## src/rtl/tw_core_pkg.sv

```systemverilog
// -----------------------------------------------------------------------------
// tw_core_pkg -- shared types for the tw_core accumulator machine.
//   opcode_e : 4-bit instruction opcodes
//   state_e  : control FSM states (FETCH / EXEC / HALT)
//   is_add() : true for the three opcodes whose carry-out lands in C
// -----------------------------------------------------------------------------
package tw_core_pkg;

  localparam int OPCODE_W = 4;

  typedef enum logic [OPCODE_W-1:0] {
    OP_ADD_A_IMM = 4'b0000,
    OP_MOV_A_B   = 4'b0001,
    OP_IN_A      = 4'b0010,
    OP_LDI_A     = 4'b0011,
    OP_MOV_B_A   = 4'b0100,
    OP_ADD_B_IMM = 4'b0101,
    OP_IN_B      = 4'b0110,
    OP_LDI_B     = 4'b0111,
    OP_ADD_A_B   = 4'b1000,
    OP_OUT_B     = 4'b1001,
    OP_HALT      = 4'b1010,
    OP_OUT_IMM   = 4'b1011,
    OP_JC        = 4'b1100,
    OP_NOP       = 4'b1101,
    OP_JMP       = 4'b1110,
    OP_JNC       = 4'b1111
  } opcode_e;

  typedef enum logic [1:0] {
    ST_FETCH = 2'd0,
    ST_EXEC  = 2'd1,
    ST_HALT  = 2'd2
  } state_e;

  function automatic logic is_add(opcode_e op);
    return op inside {OP_ADD_A_IMM, OP_ADD_B_IMM, OP_ADD_A_B};
  endfunction

endpackage

```

## src/rtl/tw_core_if.sv

```systemverilog
// -----------------------------------------------------------------------------
// tw_core_if -- instruction-fetch and I/O bundle of tw_core.
//   o_addr / o_fetch_req        : program counter and fetch request to the ROM
//   i_instr / i_instr_valid     : instruction {opcode, imm} and its valid flag
//   i_in                        : general input port
//   o_out / o_out_valid         : registered output port and one-cycle strobe
//   o_halted                    : core is parked in HALT
// Direction prefixes are from the core's point of view.
//   master : the core        slave : the environment (ROM, I/O, bench)
// -----------------------------------------------------------------------------
interface tw_core_if #(
  parameter int DATA_W = 4,
  parameter int ADDR_W = 4
);
  logic [ADDR_W-1:0]   o_addr;
  logic                o_fetch_req;
  logic [DATA_W+3:0]   i_instr;
  logic                i_instr_valid;
  logic [DATA_W-1:0]   i_in;
  logic [DATA_W-1:0]   o_out;
  logic                o_out_valid;
  logic                o_halted;

  modport master (
    output o_addr, o_fetch_req, o_out, o_out_valid, o_halted,
    input  i_instr, i_instr_valid, i_in
  );

  modport slave (
    input  o_addr, o_fetch_req, o_out, o_out_valid, o_halted,
    output i_instr, i_instr_valid, i_in
  );
endinterface

```

## src/rtl/tw_alu.sv

```systemverilog
// -----------------------------------------------------------------------------
// tw_alu -- DATA_W-bit adder with carry-out, shared by all add opcodes.
//   i_a, i_b : operands
//   o_sum    : low DATA_W bits of i_a + i_b
//   o_carry  : bit DATA_W of the (DATA_W+1)-bit sum
// -----------------------------------------------------------------------------
module tw_alu #(
  parameter int DATA_W = 4
) (
  input  logic [DATA_W-1:0] i_a,
  input  logic [DATA_W-1:0] i_b,
  output logic [DATA_W-1:0] o_sum,
  output logic              o_carry
);
  assign {o_carry, o_sum} = {1'b0, i_a} + {1'b0, i_b};
endmodule

```

## src/rtl/tw_core.sv

```systemverilog
// -----------------------------------------------------------------------------
// tw_core -- two-register (A, B) accumulator core with carry flag C.
// Each instruction takes a FETCH phase (waits for i_instr_valid, may stall)
// and exactly one EXEC cycle. HALT parks the core until reset.
//   clock : sole clock, rising edge
//   reset : synchronous, active-low
//   bus   : tw_core_if.master (fetch handshake, in/out ports, halted)
// -----------------------------------------------------------------------------
module tw_core
  import tw_core_pkg::*;
#(
  parameter int DATA_W = 4,
  parameter int ADDR_W = 4
) (
  input  logic       clock,
  input  logic       reset,
  tw_core_if.master  bus
);

  state_e              r_state, w_state_next;
  logic [ADDR_W-1:0]   r_pc, w_pc_next;
  logic [DATA_W-1:0]   r_a, w_a_next;
  logic [DATA_W-1:0]   r_b, w_b_next;
  logic                r_c, w_c_next;
  logic [DATA_W+3:0]   r_ir, w_ir_next;
  logic [DATA_W-1:0]   r_out, w_out_next;
  logic                r_out_valid, w_out_valid_next;

  opcode_e             w_op;
  logic [DATA_W-1:0]   w_imm;
  logic [ADDR_W-1:0]   w_target;
  logic [DATA_W-1:0]   w_alu_a, w_alu_b, w_sum;
  logic                w_carry;

  assign w_op     = opcode_e'(r_ir[DATA_W+3:DATA_W]);
  assign w_imm    = r_ir[DATA_W-1:0];
  assign w_target = r_ir[ADDR_W-1:0];

  // One adder serves A+imm, B+imm and A+B.
  assign w_alu_a = (w_op == OP_ADD_B_IMM) ? r_b : r_a;
  assign w_alu_b = (w_op == OP_ADD_A_B)   ? r_b : w_imm;

  tw_alu #(.DATA_W(DATA_W)) u_alu (
    .i_a     (w_alu_a),
    .i_b     (w_alu_b),
    .o_sum   (w_sum),
    .o_carry (w_carry)
  );

  always_comb begin
    // NOTE: every target gets its hold value first, so no branch can infer a latch.
    w_state_next     = r_state;
    w_pc_next        = r_pc;
    w_a_next         = r_a;
    w_b_next         = r_b;
    w_c_next         = r_c;
    w_ir_next        = r_ir;
    w_out_next       = r_out;
    w_out_valid_next = 1'b0;

    case (r_state)
      ST_FETCH: begin
        if (bus.i_instr_valid) begin
          w_ir_next    = bus.i_instr;
          w_state_next = ST_EXEC;
        end
      end

      ST_EXEC: begin
        w_state_next = ST_FETCH;
        w_pc_next    = r_pc + ADDR_W'(1);
        // Jumps below read r_c, i.e. C as it stood before this instruction.
        w_c_next     = is_add(w_op) ? w_carry : 1'b0;
        case (w_op)
          OP_ADD_A_IMM,
          OP_ADD_A_B:   w_a_next = w_sum;
          OP_MOV_A_B:   w_a_next = r_b;
          OP_IN_A:      w_a_next = bus.i_in;
          OP_LDI_A:     w_a_next = w_imm;
          OP_MOV_B_A:   w_b_next = r_a;
          OP_ADD_B_IMM: w_b_next = w_sum;
          OP_IN_B:      w_b_next = bus.i_in;
          OP_LDI_B:     w_b_next = w_imm;
          OP_OUT_B: begin
            w_out_next       = r_b;
            w_out_valid_next = 1'b1;
          end
          OP_OUT_IMM: begin
            w_out_next       = w_imm;
            w_out_valid_next = 1'b1;
          end
          OP_HALT: begin
            w_pc_next    = r_pc;
            w_state_next = ST_HALT;
          end
          OP_JC:        if (r_c)  w_pc_next = w_target;
          OP_JNC:       if (!r_c) w_pc_next = w_target;
          OP_JMP:       w_pc_next = w_target;
          default:      ;  // NOP
        endcase
      end

      ST_HALT: ;  // everything frozen until reset

      default: w_state_next = ST_FETCH;
    endcase
  end

  always_ff @(posedge clock) begin
    // NOTE: non-blocking so every register samples pre-edge values of its peers.
    if (!reset) begin
      r_state     <= ST_FETCH;
      r_pc        <= '0;
      r_a         <= '0;
      r_b         <= '0;
      r_c         <= 1'b0;
      r_ir        <= '0;
      r_out       <= '0;
      r_out_valid <= 1'b0;
    end else begin
      r_state     <= w_state_next;
      r_pc        <= w_pc_next;
      r_a         <= w_a_next;
      r_b         <= w_b_next;
      r_c         <= w_c_next;
      r_ir        <= w_ir_next;
      r_out       <= w_out_next;
      r_out_valid <= w_out_valid_next;
    end
  end

  assign bus.o_addr      = r_pc;
  assign bus.o_fetch_req = (r_state == ST_FETCH);
  assign bus.o_halted    = (r_state == ST_HALT);
  assign bus.o_out       = r_out;
  assign bus.o_out_valid = r_out_valid;

endmodule

```

## src/flat_wrapper.sv

```systemverilog
// flat-port wrapper written by rule: the top's interface ports become plain ports
module tw_core_flat import tw_core_pkg::*;
#(
  parameter int DATA_W = 4,
  parameter int ADDR_W = 4
)
  (clock, reset, bus_o_addr, bus_o_fetch_req, bus_o_out, bus_o_out_valid, bus_o_halted, bus_i_instr, bus_i_instr_valid, bus_i_in);
  tw_core_if #(.DATA_W(DATA_W), .ADDR_W(ADDR_W)) bus_i ();
  input  logic clock;
  input  logic reset;
  output wire logic [$bits(bus_i.o_addr)-1:0] bus_o_addr;
  output wire logic [$bits(bus_i.o_fetch_req)-1:0] bus_o_fetch_req;
  output wire logic [$bits(bus_i.o_out)-1:0] bus_o_out;
  output wire logic [$bits(bus_i.o_out_valid)-1:0] bus_o_out_valid;
  output wire logic [$bits(bus_i.o_halted)-1:0] bus_o_halted;
  input wire logic [$bits(bus_i.i_instr)-1:0] bus_i_instr;
  input wire logic [$bits(bus_i.i_instr_valid)-1:0] bus_i_instr_valid;
  input wire logic [$bits(bus_i.i_in)-1:0] bus_i_in;
  assign bus_o_addr = bus_i.o_addr;
  assign bus_o_fetch_req = bus_i.o_fetch_req;
  assign bus_o_out = bus_i.o_out;
  assign bus_o_out_valid = bus_i.o_out_valid;
  assign bus_o_halted = bus_i.o_halted;
  assign bus_i.i_instr = bus_i_instr;
  assign bus_i.i_instr_valid = bus_i_instr_valid;
  assign bus_i.i_in = bus_i_in;
  tw_core #(.DATA_W(DATA_W), .ADDR_W(ADDR_W)) u_core (.clock(clock), .reset(reset), .bus(bus_i));
endmodule
```

## config.mk

```make
export PLATFORM = sky130hd
export DESIGN_NAME = tw_core_flat
export DESIGN_NICKNAME = d
export VERILOG_FILES = /design/src/rtl/tw_core_pkg.sv /design/src/rtl/tw_core_if.sv /design/src/rtl/tw_alu.sv /design/src/rtl/tw_core.sv /design/src/flat_wrapper.sv
export SDC_FILE = /design/constraint.sdc
export NUM_CORES = 1
export LEC_CHECK = 0
export BUFFER_PORTS_ARGS = -buffer_cell sky130_fd_sc_hd__buf_2
export CAP_MARGIN = 30
export CORE_MARGIN = 2
export CORE_UTILIZATION = 35
export DETAILED_ROUTE_END_ITERATION = 8
export SYNTH_ARGS = -nofsm -noshare
export SYNTH_HDL_FRONTEND = slang
export SYNTH_SLANG_ARGS = --single-unit
```

## constraint.sdc

```tcl
create_clock -name clock -period 2.9 [get_ports clock]
set_input_delay 0.29 -clock clock [delete_from_list [all_inputs] [get_ports clock]]
set_output_delay 0.29 -clock clock [all_outputs]
set_load 0.01 [all_outputs]
```

After elaboration in Yosys (flattened, before gate mapping)
Index checks and enable logic that the tools add are counted.

Flip-flop bits (word level): 28. Bits of input ports: 15. Output and inout port bits: 11. Word-level logic and storage cells: 57.

Add/sub/neg operators: 2. Eq/ne operators: 17. Multiplexer cells: 13. Bitwise operators: 2. Reductions and logical operators: 15.

Operators by type and width (number): $pmux W4 S4 (3); $eq A4 B4 Y1 const B (7); $eq A4 B3 Y1 const B (4); $mux W4 (4); $reduce_and A2 Y1 (7); $eq A4 B2 Y1 const B (2); $pmux W4 S2 (1); $reduce_bool A4 Y1 (2); $pmux W2 S3 (1); $add A4 B4 Y5 (1); $add A4 B1 Y4 const B (1); $eq A4 B1 Y1 const B (1); $logic_not A4 Y1 (1); $mux W2 (2); $reduce_or A2 Y1 (2); $reduce_bool A3 Y1 (1); $eq A2 B1 Y1 const B (1); $eq A2 B2 Y1 const B (1); $logic_not A2 Y1 (1); $mux W1 (2); $ne A2 B1 Y1 const B (1); $not A1 Y1 (2); $reduce_bool A2 Y1 (1).

Longest topological paths before layout
Gate-level depths: netlist of run 1.

Word-level depth: 4. Depth in mapped cells: 11. Gate-level depth less buffers: 9.

Modules after synthesis
From an unflattened synthesis of run 1, not the netlist that was laid out.

Cells, all modules: 183. Area total of the unflattened synthesis: 1660.3 um2.

Modules (own cells, without submodules): tw_core (instances 1, cells an instance 167, area each 1524.0 um2, seq. area each 560.5 um2); tw_alu (instances 1, cells an instance 16, area each 136.4 um2, seq. area each 0.0 um2).

Worst setup path before layout of run 1
OpenSTA, ideal clock, no wires.

Kind: register to register. Start: register u_core.r_ir[5]. End: register u_core.r_b[2]. Library setup time: 128 ps. Data arrival time: 2717 ps. Data required time: 2772 ps. Path slack: 56 ps. Stages on the path, launching flop included: 12. Buffers on the path: 2. Clock period less this slack: 2844 ps. Path through: dfxtp_1 buf_6 or2_0 buf_6 nor2_1 mux2_2 ha_1 fa_1 xor2_1 mux4_2 mux2i_1 nor2_1.

Cells in the longest elaborated chain, start to end: 4. Elaborated cells on any way between the ends: 11. Those cells by class: 1 x add/sub; 5 x eq/ne; 3 x mux; 2 x reduce/logical.

RTL lines: from (decl) (line tw_core.sv:25) `logic [DATA_W+3:0] r_ir, w_ir_next;`; from (signal assigned) (line tw_core.sv:126) `r_ir <= w_ir_next;`; $eq A4 B3 Y1 / $eq A4 B4 Y1 (equally long branches) (line tw_core.sv:40, tw_core.sv:74, tw_core.sv:41); $mux W4 (on tied branches) (line tw_core.sv:40, tw_core.sv:41); $add A4 B4 Y5 (line tw_alu.sv:15) `assign {o_carry, o_sum} = {1'b0, i_a} + {1'b0, i_b};`; $pmux W4 S4 (line tw_core.sv:74) `case (w_op)`; to (signal assigned) (line tw_core.sv:124) `r_b <= w_b_next;`; to (decl) (line tw_core.sv:23) `logic [DATA_W-1:0] r_b, w_b_next;`.

Several ways; a longest one is shown, not always the timed one. A chain may end at the register's enable or synchronous reset.

Worst setup path after layout of run 1
Start: register u_core.r_ir[6]. End: register u_core.r_b[2].

The elaborated chain is that of the path after synthesis.

==> results.cfg, run 1 <==
[status]
status = complete, no violations

[timing]
setup_viol = 0
clock-skew-final_ps = 1.82
fin_ws_ps = 195
timing.fmax_ghz = 0.370
slew_violations = 0
period_share_pct = 93.3
slew_headroom_pct = 53.9
fin_tns_setup_ps = 0
worstMarginPinSlew_ps = 691
finalCriticalPeriod_ps = 2710
rsz0062_at_grt = no
finalHoldViolations = 0

[synthesis]
synth_area_leaders = dfxtp_1 (32%), a21oi_1 (7.1%), mux2i_1 (6.8%)
synth.distinct_cells = 45
ys_ff_latch = 28
synthArstFlopShare_pct = 0
synth_mux_area_share_pct = 16.4
synthFlopType = dfxtp_1
synth_xor_area_share_pct = 0.496
seq_area_frac_synth_pct = 31.8
synth_fp_nets = 225
yosys.area_share.simple_pct = 23.5
syn_inst = 204
synth_top_family_by_area = simple AND/OR/NAND/NOR gates
synth_edf_count = 0
synth_area_per_cell_um2 = 8.65
synthAdderAreaFrac_pct = 4.68
ys_warn_count = 0
synth_top_cell_by_area = dfxtp_1
synth_area_um2 = 1760
synth_top_area_share_pct = 31.8
synth_compound_area_share_pct = 17.9

[placed_design]
dp_slack_ps = 195
hpwl_um = 3040
portBuffers = 25
dpl_cell_area_um2 = 1970
routabilityCongestion = 0.795

[grt]
grt_max_degree = 23
overflow = 0
grt_usage_pct = 16.0
grt_pass1_wl_um = 6780
grt_pass1_vias = 1393
antenna_found_initial = 0

[die]
dieArea_um2 = 5620
row_count = 25
die_w_um = 75.0
ios = 26
initial_core_util_pct = 36.9
die_height_um = 75.0
coreArea_um2 = 4790

[cts]
cts.reportedPaths.clkPinSlew_ps = 100
clk_latency_ps = 280
htreeDepth = 1
cts.sinks = 28
root_buffer = clkbuf_8
cts_resized = 0
cts_made_buffers = 3
postCtsSetupRepairBufs = 0
cts_hold_buf = 0
cts_tree = yes
clk_path_buf_depth = 2

[detailed_routing]
drtIter0Drc = 71
wl_per_cell_um = 13.7
vias_per_cell = 5.08
vias = 1499
drc = 0
routed_wl_um = 4030
ant_nets = 0
first_pass_iters = 5

[critical_path]
crit_required_ps = 3050
cp-startpoint = u_core.r_ir[6]
endpoint_kind = flip-flop
critPathArrivalTime_ps = 2860
r2r_cells = 9
r2r_end = u_core.r_b[2]
cp-endpoint = u_core.r_b[2]
r2r-start = u_core.r_ir[6]
crit_type = flip-flop to flip-flop
start_kind = flip-flop
crit_fanout = 4
reg2reg_slack_ps = 190

[worst_hold_path]
whs_path_depth = 3
hp-class = primary input to flip-flop

[cells_and_area]
fillers = 508
diodes = 0
final_area_um2 = 2040
seqCellArea_um2 = 561
synthToLayoutAreaGrowth_pct = 15.5
layout-drive-gt1-share_pct = 24.6
multiInputGateArea_um2 = 1110
finalNetCount = 250

[run]
drv_cap = 0

[power]
leakagePower_nw = 0.812
ir_drop_uv = 304
p_per_area_nw_per_um2 = 433
[cell families (layout without fill, tap and decap cells)]
| family | Yosys count | in the layout |
|---|---|---|
| buf+inv | 19 | 43 |
| simple gates | 78 | 78 |
| mux | 24 | 24 |
| fa+ha+maj | 6 | 6 |
| xor+xnor | 1 | 1 |
| compound gates | 48 | 48 |
| flops | 28 | 28 |
[area by class of cell]
type                    instances  share of cell area (%)
multi-input cells             157                    54.5
flip-flops and latches         28                    27.5
repair buffers                 34                    9.46
well taps                      67                    4.12
clock buffers                   3                    2.03
clock inverters                 1                    1.47
inverters                       5                   0.921
[Yosys cell counts (3+ instances only)]
library cell	count
nor3b_1	3
inv_1	5
buf_2	6
mux4_2	3
nor2b_1	8
o211ai_1	3
a21oi_1	25
dfxtp_1	28
mux2i_1	12
nand2b_1	8
nor2_1	13
o21ai_0	3
clkbuf_1	6
and2_1	3
mux2_2	9
o22ai_1	3
nand2_1	27
ha_1	5
[layer usage]
metal	vias up	GRT usage (%)	wire length (um)
met5	-	0	0
met4	0	6.15	38
met1	687	22.5	1960
met2	33	25.0	1840
met3	2	2.14	186
li1	777	-	-
[placed cells by master (no fill, tap or decap), types with 5 or more instances in the layout]
| cell | n |
|---|---|
| inv_1 | 5 |
| mux2_2 | 9 |
| nor2b_1 | 8 |
| a21oi_1 | 25 |
| buf_4 | 9 |
| nor2_1 | 13 |
| nand2_1 | 27 |
| dfxtp_1 | 28 |
| buf_2 | 25 |
| mux2i_1 | 12 |
| ha_1 | 5 |
| nand2b_1 | 8 |
[power by group]
part / switching (mW) / total, mW / internal, mW
Clock: 0.134 / 0.319 / 0.185
Sequential: 0.0161 / 0.414 / 0.398
Combinational: 0.0794 / 0.149 / 0.0697
[flip-flops by register name, summed over array words and instances (netlist names)]
name / flops
u_core.r_c: 1
u_core.bus.o_addr: 4
u_core.r_a: 4
u_core.r_ir: 8
u_core.bus.o_out: 4
u_core.bus.o_out_valid: 1
u_core.r_state: 2
u_core.r_b: 4
[metrics by stage]
step / hold WS, ps / power, mW / instances / util (%)
2_1_floorplan: 426 / 0.531 / 204 / -
3_3_place_gp: 448 / 0.571 / 291 / 41.1
3_5_place_dp: 461 / 0.572 / 291 / 41.1
4_1_cts: 231 / 0.887 / 295 / 42.6
5_1_grt: 235 / 0.926 / 295 / 42.6
6_report: 234 / 0.882 / 295 / 42.6
[worst max-delay path, cell delays in order (launching register included)]
cell and delay (ps):
dfxtp_1 370, nor2b_1 190, and3b_1 210, mux2_2 340, ha_1 230, fa_1 410
xor2_1 200, mux4_2 460, mux2i_1 140, nor2_1 50
[worst min path at each step]
stage / startpoint / slack [ps] / end
after detailed placement: u_core.bus.o_out[3] / 460 / u_core.bus.o_out[3]
final: bus_i_instr[3] / 230 / u_core.r_ir[3]
after global routing: bus_i_instr[5] / 240 / u_core.r_ir[5]
after CTS: bus_i_instr[0] / 230 / u_core.r_ir[0]
after global placement: u_core.r_c / 450 / u_core.r_c
after floorplan: bus_i_instr[3] / 430 / u_core.r_ir[3]
No activity file was read; power rests on OpenSTA's default activity.
==> inputs of run 2 (changes only) <==
==> constraint.sdc (replaced) <==
create_clock -name clock -period 2.3 [get_ports clock]
set_input_delay 0.23 -clock clock [delete_from_list [all_inputs] [get_ports clock]]
set_output_delay 0.23 -clock clock [all_outputs]
set_load 0.01 [all_outputs]
==> run 2 against run 1 <==
Maximum frequency rose by 7.4%; die area did not move; first-iteration DRC count rose by 14%; clock skew rose by 1.3 ps; worst setup slack got worse by 410 ps; sequential share of layout area fell by 2.8 points; global-route usage rose by 0.90 points; non-clock buffer count rose by 20; highest routed layer unchanged; the run now ends with negative setup slack left; clock power fell by 15%; critical path depth did not move; largest cell class unchanged; critical endpoint unchanged; via count rose by 6.8%.
==> results.cfg, run 2 (synthesis results as in run 1) <==
[run]
drv_cap = 0

[die]
row_count = 25
coreArea_um2 = 4790
ios = 26
initial_core_util_pct = 36.9
die_height_um = 75.0
dieArea_um2 = 5620
die_w_um = 75.0

[critical_path]
start_kind = flip-flop
crit_fanout = 3
r2r_cells = 9
cp-startpoint = u_core.r_ir[6]
cp_slowest_cell = mux4_2
critPathArrivalTime_ps = 2660
cp.depth = 9
endpoint_kind = flip-flop
critPathBufInv = 0
cp-endpoint = u_core.r_b[2]
crit_type = flip-flop to flip-flop
cp_top_family = multiplexers
cpPeakStageDelay_ps = 450
cp_cell_sequence = nor2b_4, and3b_2, mux2_4, ha_4, fa_2, xor2_1, mux4_2, mux2i_1, nor2_1
crit_required_ps = 2440
reg2reg_slack_ps = -220
r2r_end = u_core.r_b[2]
r2r-start = u_core.r_ir[6]

[cells_and_area]
layout-drive-gt1-share_pct = 37.7
finalNetCount = 270
diodes = 0
final_cell_mix = nand2_1 (26), buf_4 (26), buf_2 (25), a21oi_1 (24), dfxtp_1 (24)
regMostFlops = u_core.r_ir
synthToLayoutAreaGrowth_pct = 29.8
seqCellArea_um2 = 566
largest_reg_flops = 8
multiInputGateArea_um2 = 1230
fillers = 464

[detailed_routing]
vias_per_cell = 5.10
drtIter0Drc = 81
drc = 0
vias = 1601
first_pass_iters = 4
routed_wl_um = 4590
ant_nets = 0
wl_per_cell_um = 14.6

[cts]
cts_tree = yes
cts.reportedPaths.clkPinSlew_ps = 100
cts_made_buffers = 3
clk_path_buf_depth = 2
cts_hold_buf = 0
cts.sinks = 28
clk_latency_ps = 270
htreeDepth = 1
root_buffer = clkbuf_8

[power]
p_per_area_nw_per_um2 = 457
ir_drop_uv = 225
switching_power_mw = 0.295
comb_power_share_pct = 24.7
p_total_mw = 1.05
intPower_mw = 0.752
seq_power_share_pct = 49.4
sw_frac_of_total_pct = 28.2
leakagePower_nw = 0.920
clkPwrFrac_pct = 25.9

[timing]
finalCriticalPeriod_ps = 2520
period_share_pct = 110
timing.fmax_ghz = 0.397
clock-skew-final_ps = 3.12
slew_headroom_pct = 54.1
worstMarginPinSlew_ps = 687
setup_viol = 6
rsz0062_at_grt = yes
fin_ws_ps = -219
finalHoldViolations = 0
slew_violations = 0
fin_hold_ws_ps = 181

[status]
violations = negative setup slack
status = complete, but fails checks

[grt]
grt_usage_pct = 16.9
grt_max_degree = 23
grt_pass1_vias = 1499
grt_pass1_wl_um = 7290
antenna_found_initial = 0
overflow = 0

[worst_hold_path]
hp-class = primary input to flip-flop

[placed_design]
routabilityCongestion = 0.784
portBuffers = 25
hpwl_um = 3220
dp_slack_ps = -319
-- run 2: worst min-delay path by stage --
stage	start	to	slack [ps]	cells past startpoint
2_1_floorplan	bus_i_instr[3]	u_core.r_ir[3]	370	2
3_3_place_gp	u_core.r_c	u_core.r_c	450	2
3_5_place_dp	u_core.r_c	u_core.r_c	460	2
4_1_cts	bus_i_instr[3]	u_core.r_ir[3]	180	3
5_1_grt	bus_i_instr[3]	u_core.r_ir[3]	180	3
6_report	bus_i_instr[3]	u_core.r_ir[3]	180	3
-- run 2: worst reg2reg max path, stage by stage (launching register included) --
cell     delay, ps
dfxtp_2        360
nor2b_4        150
and3b_2        230
mux2_4         320
ha_4           170
fa_2           360
xor2_1         160
mux4_2         450
mux2i_1        140
nor2_1          50
-- run 2: area by class of cell --
class	instances	share of cell area (%)
clock buffer	3	1.80
inverter	5	0.820
multi-input combinational	157	53.6
tap	67	3.66
timing repair buffer	54	15.5
sequential	28	24.7
-- run 2: power by group through the flow --
| stage | Sequential [mW] | Clock, mW | Combinational [mW] |
|---|---|---|---|
| 2_1_floorplan | 0.524 | 0 | 0.153 |
| 3_3_place_gp | 0.527 | 0 | 0.224 |
| 3_5_place_dp | 0.527 | 0 | 0.227 |
| 4_1_cts | 0.517 | 0.284 | 0.243 |
| 5_1_grt | 0.521 | 0.294 | 0.282 |
| 6_report | 0.518 | 0.271 | 0.258 |
-- run 2: repair_timing --
action,4_1_cts,5_1_grt
pin swaps,5,6
gates resized for setup,13,11
setup buffers,5,5
endpoints found under the setup margin,6,6
-- run 2: per-stage QoR --
stage / util [%] / area [um2] / setup TNS [ps] / cells
6_report: 47.8 / 2290 / -493 / 314
5_1_grt: 47.8 / 2290 / -1010 / 314
4_1_cts: 46.2 / 2210 / -496 / 310
3_5_place_dp: 43.8 / 2090 / -960 / 303
3_3_place_gp: 43.8 / 2090 / -648 / 303
2_1_floorplan: - / 1800 / -613 / 204
-- run 2: metal layers --
layer	global-route usage (%)	wire (um)	vias to the layer above
met5	0	0	-
met4	3.77	39	0
met3	1.74	149	4
met2	28.7	2180	27
met1	23.2	2220	756
li1	-	-	814
